[config.mk]
export PLATFORM = sky130hd
export DESIGN_NAME = dvs_luma_frontend
export DESIGN_NICKNAME = d
export VERILOG_FILES = /design/src/rtl/dvs_luma_pkg.sv /design/src/rtl/dvs_sync_edge.sv /design/src/rtl/dvs_luma_frontend.sv
export SDC_FILE = /design/constraint.sdc
export NUM_CORES = 1
export LEC_CHECK = 0
export ABC_CLOCK_PERIOD_IN_PS = 2300
export CAP_MARGIN = 25
export CORE_MARGIN = 2
export CORE_UTILIZATION = 50
export DETAILED_ROUTE_END_ITERATION = 10
export DONT_BUFFER_PORTS = 1
export SLEW_MARGIN = 20
export SYNTH_ARGS = -nofsm -noshare
export SYNTH_HDL_FRONTEND = slang
export SYNTH_SLANG_ARGS = --single-unit
export TNS_END_PERCENT = 5
[constraint.sdc]
create_clock -name i_clk -period 2.3 [get_ports i_clk]
set_input_delay 0.46 -clock i_clk [delete_from_list [all_inputs] [get_ports i_clk]]
set_output_delay 0.46 -clock i_clk [all_outputs]
set_load 0.05 [all_outputs]
[src/rtl/dvs_luma_pkg.sv]
// dvs_luma_pkg: shared widths, default frame geometry and FSM states for the luma front end
package dvs_luma_pkg;
  localparam int LUMA_W = 9;
  localparam int LINE_CNT_W = 9;
  localparam int ACTIVE_PIXELS_DEF = 640;
  localparam int ACTIVE_LINES_DEF = 480;
  typedef enum logic [1:0] {WAIT_VSYNC, WAIT_LINE, ACTIVE_LINE, FRAME_DONE} state_t;
endpackage

[src/rtl/dvs_sync_edge.sv]
// dvs_sync_edge: registers a level once and flags its rising/falling edges against the live value
// Ports: clk, rst (async, active high), d (level), rise/fall (combinational edge flags).
module dvs_sync_edge (
  input  logic clk,
  input  logic rst,
  input  logic d,
  output logic rise,
  output logic fall
);
  logic q;
  always_ff @(posedge clk or posedge rst)
    if (rst) q <= 1'b0;
    else q <= d;
  assign rise = d & ~q;
  assign fall = ~d & q;
endmodule

[src/rtl/dvs_luma_frontend.sv]
// dvs_luma_frontend: extracts luma from a YCbCr 4:2:2 stream and tracks line/frame position for gcbp
// Ports: i_clk, i_reset (async, active high); i_video_data/de/vsync raw video in;
//   o_luma_data/o_luma_data_valid luma samples; o_new_line, o_new_frame, o_line_cnt, o_line_overrun.
// Build option: DVS_LUMA_HDECIM_EN enables 2:1 horizontal pair summing; otherwise every pixel is {Y,0}.
module dvs_luma_frontend
  import dvs_luma_pkg::*;
#(
  parameter int ACTIVE_PIXELS = ACTIVE_PIXELS_DEF,
  parameter int ACTIVE_LINES = ACTIVE_LINES_DEF
) (
  input  logic                  i_clk,
  input  logic                  i_reset,
  input  logic [15:0]           i_video_data,
  input  logic                  i_video_de,
  input  logic                  i_video_vsync,
  output logic [LUMA_W-1:0]     o_luma_data,
  output logic                  o_luma_data_valid,
  output logic                  o_new_line,
  output logic                  o_new_frame,
  output logic [LINE_CNT_W-1:0] o_line_cnt,
  output logic                  o_line_overrun
);
  localparam int P_W = $clog2(ACTIVE_PIXELS + 1);
  state_t state, state_nx;
  logic vs_rise, vs_fall, de_rise, de_fall;
  logic frame_first, start, pix_use, overrun;
  logic [P_W-1:0] p, pidx;
  logic [7:0] y;
  assign y = i_video_data[15:8];
  dvs_sync_edge u_vs (.clk(i_clk), .rst(i_reset), .d(i_video_vsync), .rise(vs_rise), .fall(vs_fall));
  dvs_sync_edge u_de (.clk(i_clk), .rst(i_reset), .d(i_video_de), .rise(de_rise), .fall(de_fall));
  always_ff @(posedge i_clk or posedge i_reset)
    if (i_reset) state <= WAIT_VSYNC;
    else state <= state_nx;
  always_comb begin
    state_nx = vs_rise ? WAIT_LINE :
               (state == WAIT_LINE && de_rise) ? ACTIVE_LINE :
               (state == ACTIVE_LINE && de_fall) ?
                 (o_line_cnt == LINE_CNT_W'(ACTIVE_LINES - 1) ? FRAME_DONE : WAIT_LINE) :
               state;
  end
  // The first DE-high sample is taken while still in WAIT_LINE, so it is pixel 0 of the new line.
  always_comb begin
    start = state == WAIT_LINE && de_rise && !vs_rise;
    pidx = start ? '0 : p;
    pix_use = i_video_de && !vs_rise && (start || state == ACTIVE_LINE) && pidx < P_W'(ACTIVE_PIXELS);
    overrun = state == FRAME_DONE && de_rise && !vs_rise;
  end
`ifdef DVS_LUMA_HDECIM_EN
  logic [7:0] y_even;
  always_ff @(posedge i_clk or posedge i_reset)
    if (i_reset) begin
      y_even <= '0;
      o_luma_data <= '0;
      o_luma_data_valid <= 1'b0;
    end else begin
      if (pix_use && !pidx[0]) y_even <= y;
      if (pix_use && pidx[0]) o_luma_data <= {1'b0, y_even} + {1'b0, y};
      o_luma_data_valid <= pix_use && pidx[0];
    end
`else
  always_ff @(posedge i_clk or posedge i_reset)
    if (i_reset) begin
      o_luma_data <= '0;
      o_luma_data_valid <= 1'b0;
    end else begin
      if (pix_use) o_luma_data <= {y, 1'b0};
      o_luma_data_valid <= pix_use;
    end
`endif
  always_ff @(posedge i_clk or posedge i_reset)
    if (i_reset) begin
      frame_first <= 1'b0;
      p <= '0;
      o_new_line <= 1'b0;
      o_new_frame <= 1'b0;
      o_line_cnt <= '0;
      o_line_overrun <= 1'b0;
    end else begin
      frame_first <= vs_rise || (frame_first && !start);
      if (pix_use) p <= pidx + 1'b1;
      if (start) o_line_cnt <= frame_first ? '0 : o_line_cnt + 1'b1;
      o_new_line <= start;
      o_new_frame <= start && frame_first;
      o_line_overrun <= overrun;
    end
endmodule

* Yosys cells after proc, flatten, opt, wreduce, memory -nomap -nowiden
Index checks and enable logic that the tools add are counted.
** Storage, ports and cells
- RAM bits :: 0
- Bits in registers :: 36
- Input port bits :: 20
- Bits in latches :: 0
- Word-level logic and storage cells :: 45
- Memories :: 0
- Bits in read-only memories :: 0
- Output and inout bits :: 22
** Cells by class
- Mux-type cells :: 6
- Magnitude comparators :: 1
- Bitwise gates (word level) :: 6
- $add $sub $neg :: 2
- Divide/modulo/power cells :: 0
- Shift operators :: 0
- Reduce and logical (&&, ||, !) cells :: 15
- Eq/ne operators :: 4
- Multipliers :: 0
** Operators by type and width (number)
- 10-bit by 1-bit adder with 10-bit output, second input constant :: 1
- 1-bit logical AND :: 10
- 10-bit less-than comparator, second input constant :: 1
- 10-bit 2-to-1 mux :: 1
- 9-bit by 1-bit adder with 9-bit output, second input constant :: 1
- 9-bit equality test, second input constant :: 1
- 9-bit 2-to-1 mux :: 1
- 2-bit 2-to-1 mux :: 4
- 2-bit equality test, second input constant :: 2
- 1-bit AND :: 3
- 1-bit NOT :: 3
- 3-bit nonzero test :: 1
- 2-bit by 1-bit equality test with 1-bit output, second input constant :: 1
- 1-bit zero test :: 2
- 1-bit logical OR :: 2

* Longest topological paths before layout
Gate-level depths: netlist of the first run.
- Depth in word-level cells :: 7
- Mapped depth :: 9
- Depth with buffers taken out :: 8

* Modules after synthesis
A second synthesis of the first run with hierarchy kept.
** Unflattened totals
- Cell total of the unflattened synthesis :: 154
- Area, all modules :: 1699.1 µm²
** By module, submodules not included
- dvs_luma_frontend :: instances 1, area an instance 1611.5 µm², seq. area each 850.8 µm², cells each 146
- dvs_sync_edge :: instances 2, area an instance 43.8 µm², seq. area each 25.0 µm², cells each 4

* Worst setup path before layout of the first run
OpenSTA, ideal clock, no wires.
- Path kind :: in2reg
- Start :: in i_video_vsync
- End :: reg p[8]
- Data required time :: 2.231 ns
- Data arrival time :: 2.033 ns
- Stages :: 9
- Buffers on the path :: 2
- Setup slack :: 0.198 ns
- Library setup time :: 0.069 ns
- Path through :: nand2b_1 clkbuf_8 nand3_2 clkbuf_1 and2_1 ha_1 nand4_1 or4_1 nand3_1
** Between the ends
- Word-level cells in the longest chain between the ends :: 6
- Elaborated cells on any way between the ends :: 10
- Classes of those cells :: 1 x add/sub; 1 x order compare; 1 x mux; 1 x bitwise; 6 x reduce/logical
** Ends and longest elaborated chain
- start: declaration :: line dvs_luma_frontend.sv:15 : input logic i_video_vsync,
- 1-bit AND (*) :: line dvs_sync_edge.sv:14 : assign rise = d & ~q;
- 1-bit zero test (*) :: line dvs_luma_frontend.sv:44, dvs_luma_frontend.sv:46
- 1-bit logical AND :: line dvs_luma_frontend.sv:44 : start = state == WAIT_LINE && de_rise && !vs_rise;
- 10-bit 2-to-1 mux / 1-bit logical OR (equally long branches) :: line dvs_luma_frontend.sv:45, dvs_luma_frontend.sv:46
- 10-bit less-than comparator / 1-bit logical AND (equally long branches) :: line dvs_luma_frontend.sv:46 : pix_use = i_video_de && !vs_rise && (start || state == ACTIVE_LINE) && pidx < P_W'(ACTIVE_PIXELS);
- 1-bit logical AND :: line dvs_luma_frontend.sv:46
- end signal: assignment :: line dvs_luma_frontend.sv:81 : if (pix_use) p <= pidx + 1'b1;
- end: declaration :: line dvs_luma_frontend.sv:27 : logic [P_W-1:0] p, pidx;
Every way passes the cells marked *; elsewhere a longest branch is shown, timed or not.
A chain may end at the register's enable or synchronous reset.

* Worst setup path in the final report of the first run
- Start :: reg state[0]
- End :: reg p[8]
** Between the ends
- Word-level cells in the longest chain between the ends :: 6
- Elaborated cells on any way between the ends :: 10
- Classes of those cells :: 1 x add/sub; 1 x order compare; 2 x eq/ne; 1 x mux; 5 x reduce/logical
** Ends and longest elaborated chain
- start: declaration :: line dvs_luma_frontend.sv:24 : state_t state, state_nx;
- start signal: assignment :: line dvs_luma_frontend.sv:34 : else state <= state_nx;
- 2-bit by 1-bit equality test with 1-bit output (*) :: line dvs_luma_frontend.sv:44
- 1-bit logical AND (*) (2 in a row) :: line dvs_luma_frontend.sv:44
- named net start :: line dvs_luma_frontend.sv:26 : logic frame_first, start, pix_use, overrun;
- 10-bit 2-to-1 mux / 1-bit logical OR (equally long branches) :: line dvs_luma_frontend.sv:45, dvs_luma_frontend.sv:46
- 10-bit less-than comparator / 1-bit logical AND (equally long branches) :: line dvs_luma_frontend.sv:46
- 1-bit logical AND :: line dvs_luma_frontend.sv:46
The timed path passes the listed nets; every way through them passes the cells marked *.

==> results of run 1 <==
-- flip-flops by register name, indices dropped and copies added (netlist names) --
name               flops
frame_first            1
u_vs.q                 1
u_de.q                 1
o_luma_data_valid      1
o_line_cnt             9
o_new_frame            1
state                  2
o_new_line             1
p                     10
o_line_overrun         1
o_luma_data            8
-- layout by cell type (no fill, tap or decap), types with 2 or more instances in the layout --
| cell | netlist | final |
|---|---|---|
| buf_4 | 1 | 11 |
| and3_1 | 2 | 2 |
| nand3_1 | 10 | 10 |
| nor2_1 | 5 | 5 |
| or3_1 | 2 | 2 |
| clkbuf_1 | 4 | 2 |
| or4_1 | 4 | 4 |
| nand2b_1 | 4 | 4 |
| nor4_1 | 2 | 2 |
| and2_1 | 3 | 3 |
| mux2_2 | 9 | 9 |
| a21oi_1 | 3 | 3 |
| nand4_1 | 5 | 5 |
| o31ai_1 | 4 | 4 |
| clkbuf_4 | 0 | 5 |
| o21ai_0 | 15 | 15 |
| nand3_2 | 2 | 2 |
| a21o_1 | 2 | 2 |
| o211ai_1 | 3 | 3 |
| a31oi_1 | 4 | 4 |
| a41oi_1 | 2 | 2 |
| nand2_1 | 13 | 13 |
| dfrtp_1 | 36 | 35 |
| inv_1 | 5 | 5 |
| nor3_1 | 2 | 2 |
-- critical path, stage by stage (launching register included) --
cell	delay, ns
dfrtp_1	0.43
nor3b_4	0.18
nand3_2	0.13
clkinv_1	0.10
nor2_1	0.15
ha_2	0.24
nand4_1	0.15
or4_1	0.53
nand3_1	0.10
-- kinds of logic after synthesis --
family / synth area share
AOI/OAI and AO/OA: 0.141
adders and majority gates: 0.0142
buffers and inverters: 0.0640
DFF: 0.512
muxes: 0.0633
other: 0.00213
and+or+nand+nor: 0.203
-- path summary, 6_finish.rpt --
kind	to	cells after the start
max in group asynchronous	state[1]	3
max reg2reg	p[8]	8
min	u_vs.q	0
min in group asynchronous	o_luma_data[3]	2
max	p[8]	8
min reg2reg	p[3]	1
-- metrics by stage --
| stage | util | hold WS (ns) | worst slack, ns |
|---|---|---|---|
| global route | 0.560 | 0.114 | 0.0457 |
| global placement | 0.538 | 0.199 | 0.262 |
| finish | 0.560 | 0.146 | 0.230 |
| CTS | 0.558 | 0.132 | 0.155 |
| floorplan | - | 0.478 | 0.198 |
| detailed placement | 0.538 | 0.202 | 0.214 |
-- cell type report --
cell class              instances  area [um^2]
clock buffers                   8         58.8
fillers                       334         1480
inverters                       6         22.5
multi-input cells             112          748
flip-flops and latches         36          902
well taps                      46         57.6
repair buffers                 12         92.6
-- layer usage --
| layer | wire (um) | track usage |
|---|---|---|
| met1 | 1570 | 0.251 |
| met2 | 1390 | 0.265 |
| met3 | 186 | 0.0661 |
| met4 | 44 | 0.0571 |
| met5 | 0 | 0 |
-- power by group --
| group | internal (mW) | leakage (nW) | switching [mW] | total (mW) |
|---|---|---|---|---|
| combinational | 0.162 | 0.322 | 0.182 | 0.344 |
| sequential | 0.750 | 0.457 | 0.364 | 1.11 |
| clock | 0.151 | 0.0326 | 0.196 | 0.347 |
-- repair_timing --
| item | 4_1_cts | 5_1_grt |
|---|---|---|
| resized for setup | 0 | 2 |
| setup endpoints to repair | 0 | 1 |
| endpoints found under the hold margin | 1 | 0 |
| hold buffers | 1 | 0 |
==> key figures, run 1 <==
Outcome
  – Status: finished, final reports clean

Cells and area
  – NumNets Final: 195
  – Share of cells above drive strength 1: 0.201
  – Finished Layout Cells: 220
  – ANT cells: 0
  – Layout area overhead: 6.97%
  – Final Cell Area: 1880 um^2

Floorplan
  – Cell Rows: 21
  – Initial Utilization: 0.523
  – IO Pins: 42
  – Core Area: 3360 um^2
  – Die Wd: 63.3 um
  – Die Y: 63.3 um
  – Die area: 4010 um^2

STA
  – RSZ-0062 raised after global routing: false
  – Sum Neg Setup Slack: 0 ns
  – Tmin final: 2.07 ns
  – Peak Freq: 483 MHz
  – Period utilisation layout: 0.900
  – Pin slew with the least headroom to its limit: 0.557 ns
  – Fin. Hold Viols: 0
  – Setup Skew: 0.0139 ns
  – Rel. slew slack: 0.629
  – Max-slew violations: 0
  – Setup Viol. Count Final: 0

Synthesis
  – Synth Net Count: 187
  – Flip-flop and latch count after synthesis: 36
  – Post-synth top area share: 0.512
  – Warnings from Yosys: 0
  – Leading area contributor after synthesis: dfrtp_1
  – Synth top area cells: dfrtp_1, mux2_2, o21ai_0
  – Count leader, synth: dfrtp_1
  – Most used DFF post-synth: dfrtp_1
  – Cell variety after synth: 44
  – FFs w/ async S/R, synth: 1.00
  – Top post-synthesis cells by count: dfrtp_1, o21ai_0, nand2_1
  – Synthesized instance count: 165
  – Register area share after synthesis: 0.512
  – Synth Cell Area: 1760 um^2
  – Synthesized area per cell: 10.7 um^2
  – Number of synthesized flops with an enable pin: 0

Hold path
  – Hold_sp: i_video_vsync
  – Worst hold path type: in -> reg

Detailed routing
  – Wirelength per Cell: 14.5 um
  – Vias per cell: 5.76
  – Post-DRT Antenna Nets: 0
  – Detailed Route WL: 3190 um
  – # DRC: 0
  – DR vias: 1267
  – Initial DRT Pass Iterations: 4
  – DRT iter0 DRCs: 59

Clock tree
  – # H-tree levels: 2
  – Max clock buf depth: 2
  – CTS buffer count: 5
  – CTS tree: built
  – Post-CTS setup buffers: 0
  – TritonCTS Sinks: 36
  – Root Buffer: clkbuf_4
  – Skew-Pair Late Insertion Delay: 0.34 ns
  – Clk slew on worst S/H paths: 0.10 ns

Worst setup path
  – Critical path startpoint category: register
  – Crit. End Element: register
  – R2R Setup Slk: 0.23 ns
  – Critical path class: reg -> reg
  – Critical Path AT: 2.34 ns
  – WP data required: 2.57 ns
  – Worst R2R Start: state[0]
  – Critical Path Source: state[0]
  – CP max FO: 6

Placed design
  – I/O Buffers: 0
  – DP Area: 1810 um^2
  – Detailed placer's ending HPWL: 2210 um
  – Placed cells: 211
  – Placer congestion estimate: 0.809

Global routing
  – First-pass GRT wire length: 5730 um
  – Gr ovfl total: 0
  – Initial antenna violation count: 0
  – Tot GR Track Use: 0.181
  – Largest net degree at the start of global routing: 36
  – Number of global-route vias before repair: 1222

Pwr
  – LEAKAGE: 0.811 nW
  – PD cells: 959 nW/um^2
  – Overall Power: 1.80 mW
  – VDD IR max: 626 uV

Run
  – Max cap viols: 0
Power figures use the tool's default switching activity.
==> inputs of run 2 (changes only) <==
- CORE_UTILIZATION: 50 -> 55
- PLACE_DENSITY: unset -> 0.71
==> key figures, run 2 (same netlist as run 1, synthesis figures left out) <==
Detailed routing
  – Vias per cell: 5.98 (+3.8%)
  – Post-DRT Antenna Nets: 0 (unchanged)
  – Wirelength per Cell: 15.4 um (+6.3%)
  – DR vias: 1297 (+2.4%)
  – Initial DRT Pass Iterations: 4 (unchanged)
  – # DRC: 0 (unchanged)
  – Detailed Route WL: 3350 um (+4.8%)
  – DRT iter0 DRCs: 82 (+39%)

Placed design
  – I/O Buffers: 0 (unchanged)
  – Placed cells: 209 (-0.95%)
  – Placer congestion estimate: 0.857 (+6.0%)
  – Detailed placer's ending HPWL: 2430 um (+10%)

Worst setup path
  – CP max-delay cell: or4_1
  – Crit. End Element: register
  – R2R Setup Slk: 0.18 ns (-0.05 ns)
  – WP buf/inv: 1 (unchanged)
  – WP data required: 2.58 ns (about the same)
  – CP max FO: 9 (+3)
  – RR Endpoint: p[8]
  – Critical path startpoint category: register
  – Cell-by-cell trace of the critical path: nor3b_4 -> nand3_2 -> clkinv_1 -> nor2_1 -> ha_1 -> nand4_1 -> or4_1 -> nand3_1
  – Critical Path AT: 2.40 ns (+0.06 ns)
  – CP delay by family, top: simple AND/OR/NAND/NOR gates
  – Highest cell delay on the worst timing path: 0.54 ns (about the same)
  – Critical path class: reg -> reg
  – Worst R2R Start: state[1]
  – Reg2Reg Depth: 8 (unchanged)

Floorplan
  – Die Y: 60.6 um (-4.4%)
  – Initial Utilization: 0.576 (+0.0532)
  – IO Pins: 42 (unchanged)
  – Die Wd: 60.6 um (-4.4%)
  – Die area: 3670 um^2 (-8.5%)
  – Core Area: 3050 um^2 (-9.2%)
  – Cell Rows: 20 (-4.8%)

Clock tree
  – Root Buffer: clkbuf_4
  – Skew-Pair Late Insertion Delay: 0.34 ns (about the same)
  – Clk slew on worst S/H paths: 0.11 ns (about the same)
  – TritonCTS Sinks: 36 (unchanged)
  – CTS buffer count: 5 (unchanged)
  – CTS tree: built
  – # H-tree levels: 2 (unchanged)
  – Post-CTS Hold Buffers: 0 (-1)
  – Max clock buf depth: 2 (unchanged)
  – # resized after CTS: 0 (unchanged)
  – Post-CTS setup buffers: 0 (unchanged)

Global routing
  – Number of global-route vias before repair: 1298 (+6.2%)
  – First-pass GRT wire length: 5680 um (-0.86%)
  – Largest net degree at the start of global routing: 23 (-36%)
  – Tot GR Track Use: 0.214 (+0.0329)
  – Gr ovfl total: 0 (unchanged)
  – Initial antenna violation count: 0 (unchanged)

STA
  – Peak Freq: 471 MHz (-2.6%)
  – Pin slew with the least headroom to its limit: 0.617 ns (+0.0605 ns)
  – RSZ-0062 raised after global routing: false
  – WHS: 0.0565 ns (-0.0898 ns)
  – Rel. slew slack: 0.589 (-0.0403)
  – Max-slew violations: 0 (unchanged)
  – Setup Viol. Count Final: 0 (unchanged)
  – Sum Neg Setup Slack: 0 ns (unchanged)
  – Setup Skew: 0.00962 ns (-0.00429 ns)
  – Period utilisation layout: 0.924 (+0.0239)
  – Tmin final: 2.12 ns (+0.0549 ns)
  – Fin. Hold Viols: 0 (unchanged)

Cells and area
  – NumNets Final: 194 (-0.51%)
  – Largest Register: p
  – Share of cells above drive strength 1: 0.202 (+0.00116)
  – Largest regs: p: 10 flops, o_line_cnt: 9 flops, o_luma_data: 8 flops
  – Most frequent cells in the layout: dfrtp_1, o21ai_0, nand2_1, nand3_1, buf_4
  – Layout area overhead: 7.97%
  – ANT cells: 0 (unchanged)
  – Filler instances: 270 (-19%)
  – Max FFs per register: 10 (unchanged)
  – Multi-input gate area: 746 um^2 (-0.33%)
  – Register Area: 901 um^2 (-0.14%)
  – Finished Layout Cells: 217 (-1.4%)
  – Finished Core Util: 0.622 (+0.0626)
  – Most common cell after layout, fill and taps aside: dfrtp_1

Pwr
  – VDD IR max: 880 uV (+41%)
  – LEAKAGE: 0.823 nW (+1.4%)
  – PD cells: 1000 nW/um^2 (+4.6%)
  – Overall Power: 1.91 mW (+5.6%)

Hold path
  – Worst hold path type: in -> async

Run
  – Max cap viols: 0 (unchanged)

Outcome
  – Status: finished, final reports clean
[run 2: cell types whose count changed in the layout (fill, tap and decap cells not counted), sizes merged]
cell         before  now
clkbuf            8    5
bufinv            0    1
clkinv            1    2
clkinvlp          0    1
dlygate4sd3       1    0
[run 2: metrics by stage]
step                instance area [um^2]  setup WS [ns]
floorplan                           1760          0.198
global placement                    1820          0.297
detailed placement                  1820          0.219
CTS                                 1900          0.182
global route                        1900        0.00799
finish                              1900          0.176
[run 2: worst register-to-register path, cell delays in order, from the launching register on]
cell,delay (ns)
dfrtp_1,0.53
nor3b_4,0.09
nand3_2,0.13
clkinv_1,0.10
nor2_1,0.15
ha_1,0.25
nand4_1,0.17
or4_1,0.54
nand3_1,0.10
[run 2: per-layer routing]
metal	vias up	wire, um	GRT usage
met4	0	69	0.124
met5	-	0	0
li1	615	-	-
met2	34	1660	0.351
met3	8	174	0.0618
met1	640	1440	0.251
[run 2: area by class of cell]
cell class                      count  share of cell area
Timing Repair Buffer               11              0.0501
Inverter                            6              0.0119
Multi-Input combinational cell    112               0.393
Sequential cell                    36               0.474
Clock buffer                        5              0.0198
Clock inverter                      3              0.0224
Tap cell                           44              0.0290
[run 2: worst max path at each step]
stage | start | to | depth (start not counted)
6_report | state[1] | p[8] | 8
5_1_grt | state[1] | p[8] | 8
4_1_cts | state[1] | p[8] | 8
3_5_place_dp | state[1] | p[8] | 8
3_3_place_gp | state[0] | p[8] | 8
2_1_floorplan | i_video_vsync | p[8] | 9
[run 2: where the power goes]
| part | internal (mW) | total, mW | switching [mW] |
|---|---|---|---|
| clock | 0.227 | 0.438 | 0.212 |
| sequential | 0.749 | 1.12 | 0.366 |
| combinational | 0.162 | 0.352 | 0.190 |
| total | 1.14 | 1.91 | 0.768 |
==> inputs of run 3 (changes only) <==
- CORE_MARGIN: 2 -> 3
==> key figures, run 3 (same netlist as run 1, synthesis figures left out) <==
Outcome
  – Status: finished, final reports clean

Placed design
  – DP Area: 1790 um^2 (-1.7%)
  – Pre-CTS WS: 0.244 ns (+0.0251 ns)
  – Detailed placer's ending HPWL: 2420 um (-0.78%)
  – Placer congestion estimate: 0.782 (-8.8%)
  – I/O Buffers: 0 (unchanged)
  – Placed cells: 205 (-1.9%)

Cells and area
  – Filler instances: 240 (-11%)
  – Finished Layout Cells: 213 (-1.8%)
  – Share of cells above drive strength 1: 0.187 (-0.0152)
  – Largest Register: p
  – Most frequent cells in the layout: dfrtp_1, o21ai_0, nand2_1, nand3_1
  – Layout area overhead: 4.84%
  – Final Cell Area: 1840 um^2 (-2.9%)
  – Max FFs per register: 10 (unchanged)
  – Largest regs: p: 10 flops, o_line_cnt: 9 flops, o_luma_data: 8 flops
  – Most common cell after layout, fill and taps aside: dfrtp_1
  – Multi-input gate area: 746 um^2 (unchanged)
  – Register Area: 902 um^2 (+0.14%)
  – NumNets Final: 192 (-1.0%)
  – ANT cells: 0 (unchanged)

Global routing
  – Grt met1 use: 0.231 (-0.0193)
  – Met3 Usage GRT: 0.0558 (-0.00608)
  – M2 GR Usage: 0.289 (-0.0620)
  – Number of global-route vias before repair: 1260 (-2.9%)
  – Tot GR Track Use: 0.181 (-0.0331)
  – Largest net degree at the start of global routing: 37 (+61%)
  – First-pass GRT wire length: 5710 um (+0.49%)
  – Gr ovfl total: 0 (unchanged)
  – Most used routing layer: met2
  – Initial antenna violation count: 0 (unchanged)

Detailed routing
  – # DRC: 0 (unchanged)
  – Vias per cell: 6.10 (+2.0%)
  – DRT iter0 DRCs: 96 (+17%)
  – Initial DRT Pass Iterations: 5 (+1)
  – Detailed Route WL: 3300 um (-1.5%)
  – DR vias: 1299 (+0.15%)
  – Post-DRT Antenna Nets: 0 (unchanged)
  – Wirelength per Cell: 15.5 um (+0.39%)

Clock tree
  – Root Buffer: clkbuf_4
  – CTS buffer count: 5 (unchanged)
  – TritonCTS Sinks: 36 (unchanged)
  – Max clock buf depth: 2 (unchanged)
  – # H-tree levels: 2 (unchanged)
  – Post-CTS setup buffers: 0 (unchanged)
  – Clk slew on worst S/H paths: 0.10 ns (about the same)
  – Skew-Pair Late Insertion Delay: 0.32 ns (-0.02 ns)
  – CTS tree: built

STA
  – Rel. slew slack: 0.585 (-0.00337)
  – RSZ-0062 raised after global routing: false
  – Final WS setup: 0.250 ns (+0.0744 ns)
  – Peak Freq: 488 MHz (+3.6%)
  – Period utilisation layout: 0.891 (-0.0324)
  – Setup Viol. Count Final: 0 (unchanged)
  – Pin slew with the least headroom to its limit: 0.622 ns (+0.00505 ns)
  – WHS: 0.123 ns (+0.0667 ns)
  – Max-slew violations: 0 (unchanged)
  – Fin. Hold Viols: 0 (unchanged)
  – Setup Skew: 0.00781 ns (-0.00181 ns)
  – Tmin final: 2.05 ns (-0.0744 ns)
  – Sum Neg Setup Slack: 0 ns (unchanged)

Hold path
  – Worst hold path type: in -> async

Floorplan
  – Initial Utilization: 0.607 (+0.0303)
  – Die area: 3910 um^2 (+6.7%)
  – Die Y: 62.6 um (+3.3%)
  – Core Area: 2900 um^2 (-5.0%)
  – Die Wd: 62.6 um (+3.3%)
  – IO Pins: 42 (unchanged)
  – Cell Rows: 19 (-5.0%)

Worst setup path
  – Highest cell delay on the worst timing path: 0.53 ns (about the same)
  – Critical path startpoint category: register
  – Critical Path AT: 2.31 ns (-0.09 ns)
  – WP data required: 2.56 ns (-0.02 ns)
  – Cell-by-cell trace of the critical path: nor3b_4 -> nand3_2 -> clkinv_1 -> nor2_1 -> ha_1 -> nand4_1 -> or4_1 -> nand3_1
  – CP delay by family, top: simple AND/OR/NAND/NOR gates
  – CP max FO: 6 (-3)
  – Critical path class: reg -> reg
  – CP max-delay cell: or4_1
  – WP buf/inv: 1 (unchanged)
  – Crit. End Element: register

Run
  – Max cap viols: 0 (unchanged)

Pwr
  – VDD IR max: 679 uV (-23%)
  – PD cells: 966 nW/um^2 (-3.8%)
  – LEAKAGE: 0.795 nW (-3.4%)
run 3: area by class of cell:
cell class                      count  area share
Clock buffer                        7      0.0244
Clock inverter                      1     0.00475
Inverter                            6      0.0122
Multi-Input combinational cell    112       0.404
Sequential cell                    36       0.489
Tap cell                           42      0.0285
Timing Repair Buffer                9      0.0366
run 3: repair_timing:
item	CTS	global route
hold buffers	0	0
resized for setup	0	1
setup endpoints to repair	0	1
run 3: per-stage QoR:
step,total power [mW],utilization
after floorplan,1.40,-
after global placement,1.45,0.617
after detailed placement,1.48,0.617
after CTS,1.80,0.635
after global routing,1.89,0.636
final,1.78,0.636
run 3: final timing paths:
path / startpoint / to / slack [ns] / cells past startpoint
min in group i_clk: i_video_vsync / u_vs.q / 0.16 / 0
worst min register to register: p[9] / p[9] / 0.52 / 1
worst min-delay path: i_reset / o_line_cnt[0] / 0.12 / 2
worst max register to register: state[0] / p[8] / 0.25 / 8
max in group asynchronous: i_reset / state[1] / 1.85 / 2
worst max-delay path: state[0] / p[8] / 0.25 / 8
run 3: report_power, final:
part	switching [mW]	internal [mW]
logic	0.186	0.158
registers	0.368	0.750
clock network	0.195	0.123
run 3: worst register-to-register path, stage by stage (launching register included):
cell	delay, ns
dfrtp_1	0.44
nor3b_4	0.18
nand3_2	0.12
clkinv_1	0.09
nor2_1	0.13
ha_1	0.24
nand4_1	0.16
or4_1	0.53
nand3_1	0.10
run 3: routing by layer:
layer	vias up	wire length, um
met5	-	0
met4	0	15
met3	2	253
met2	48	1590
met1	634	1440
li1	615	-
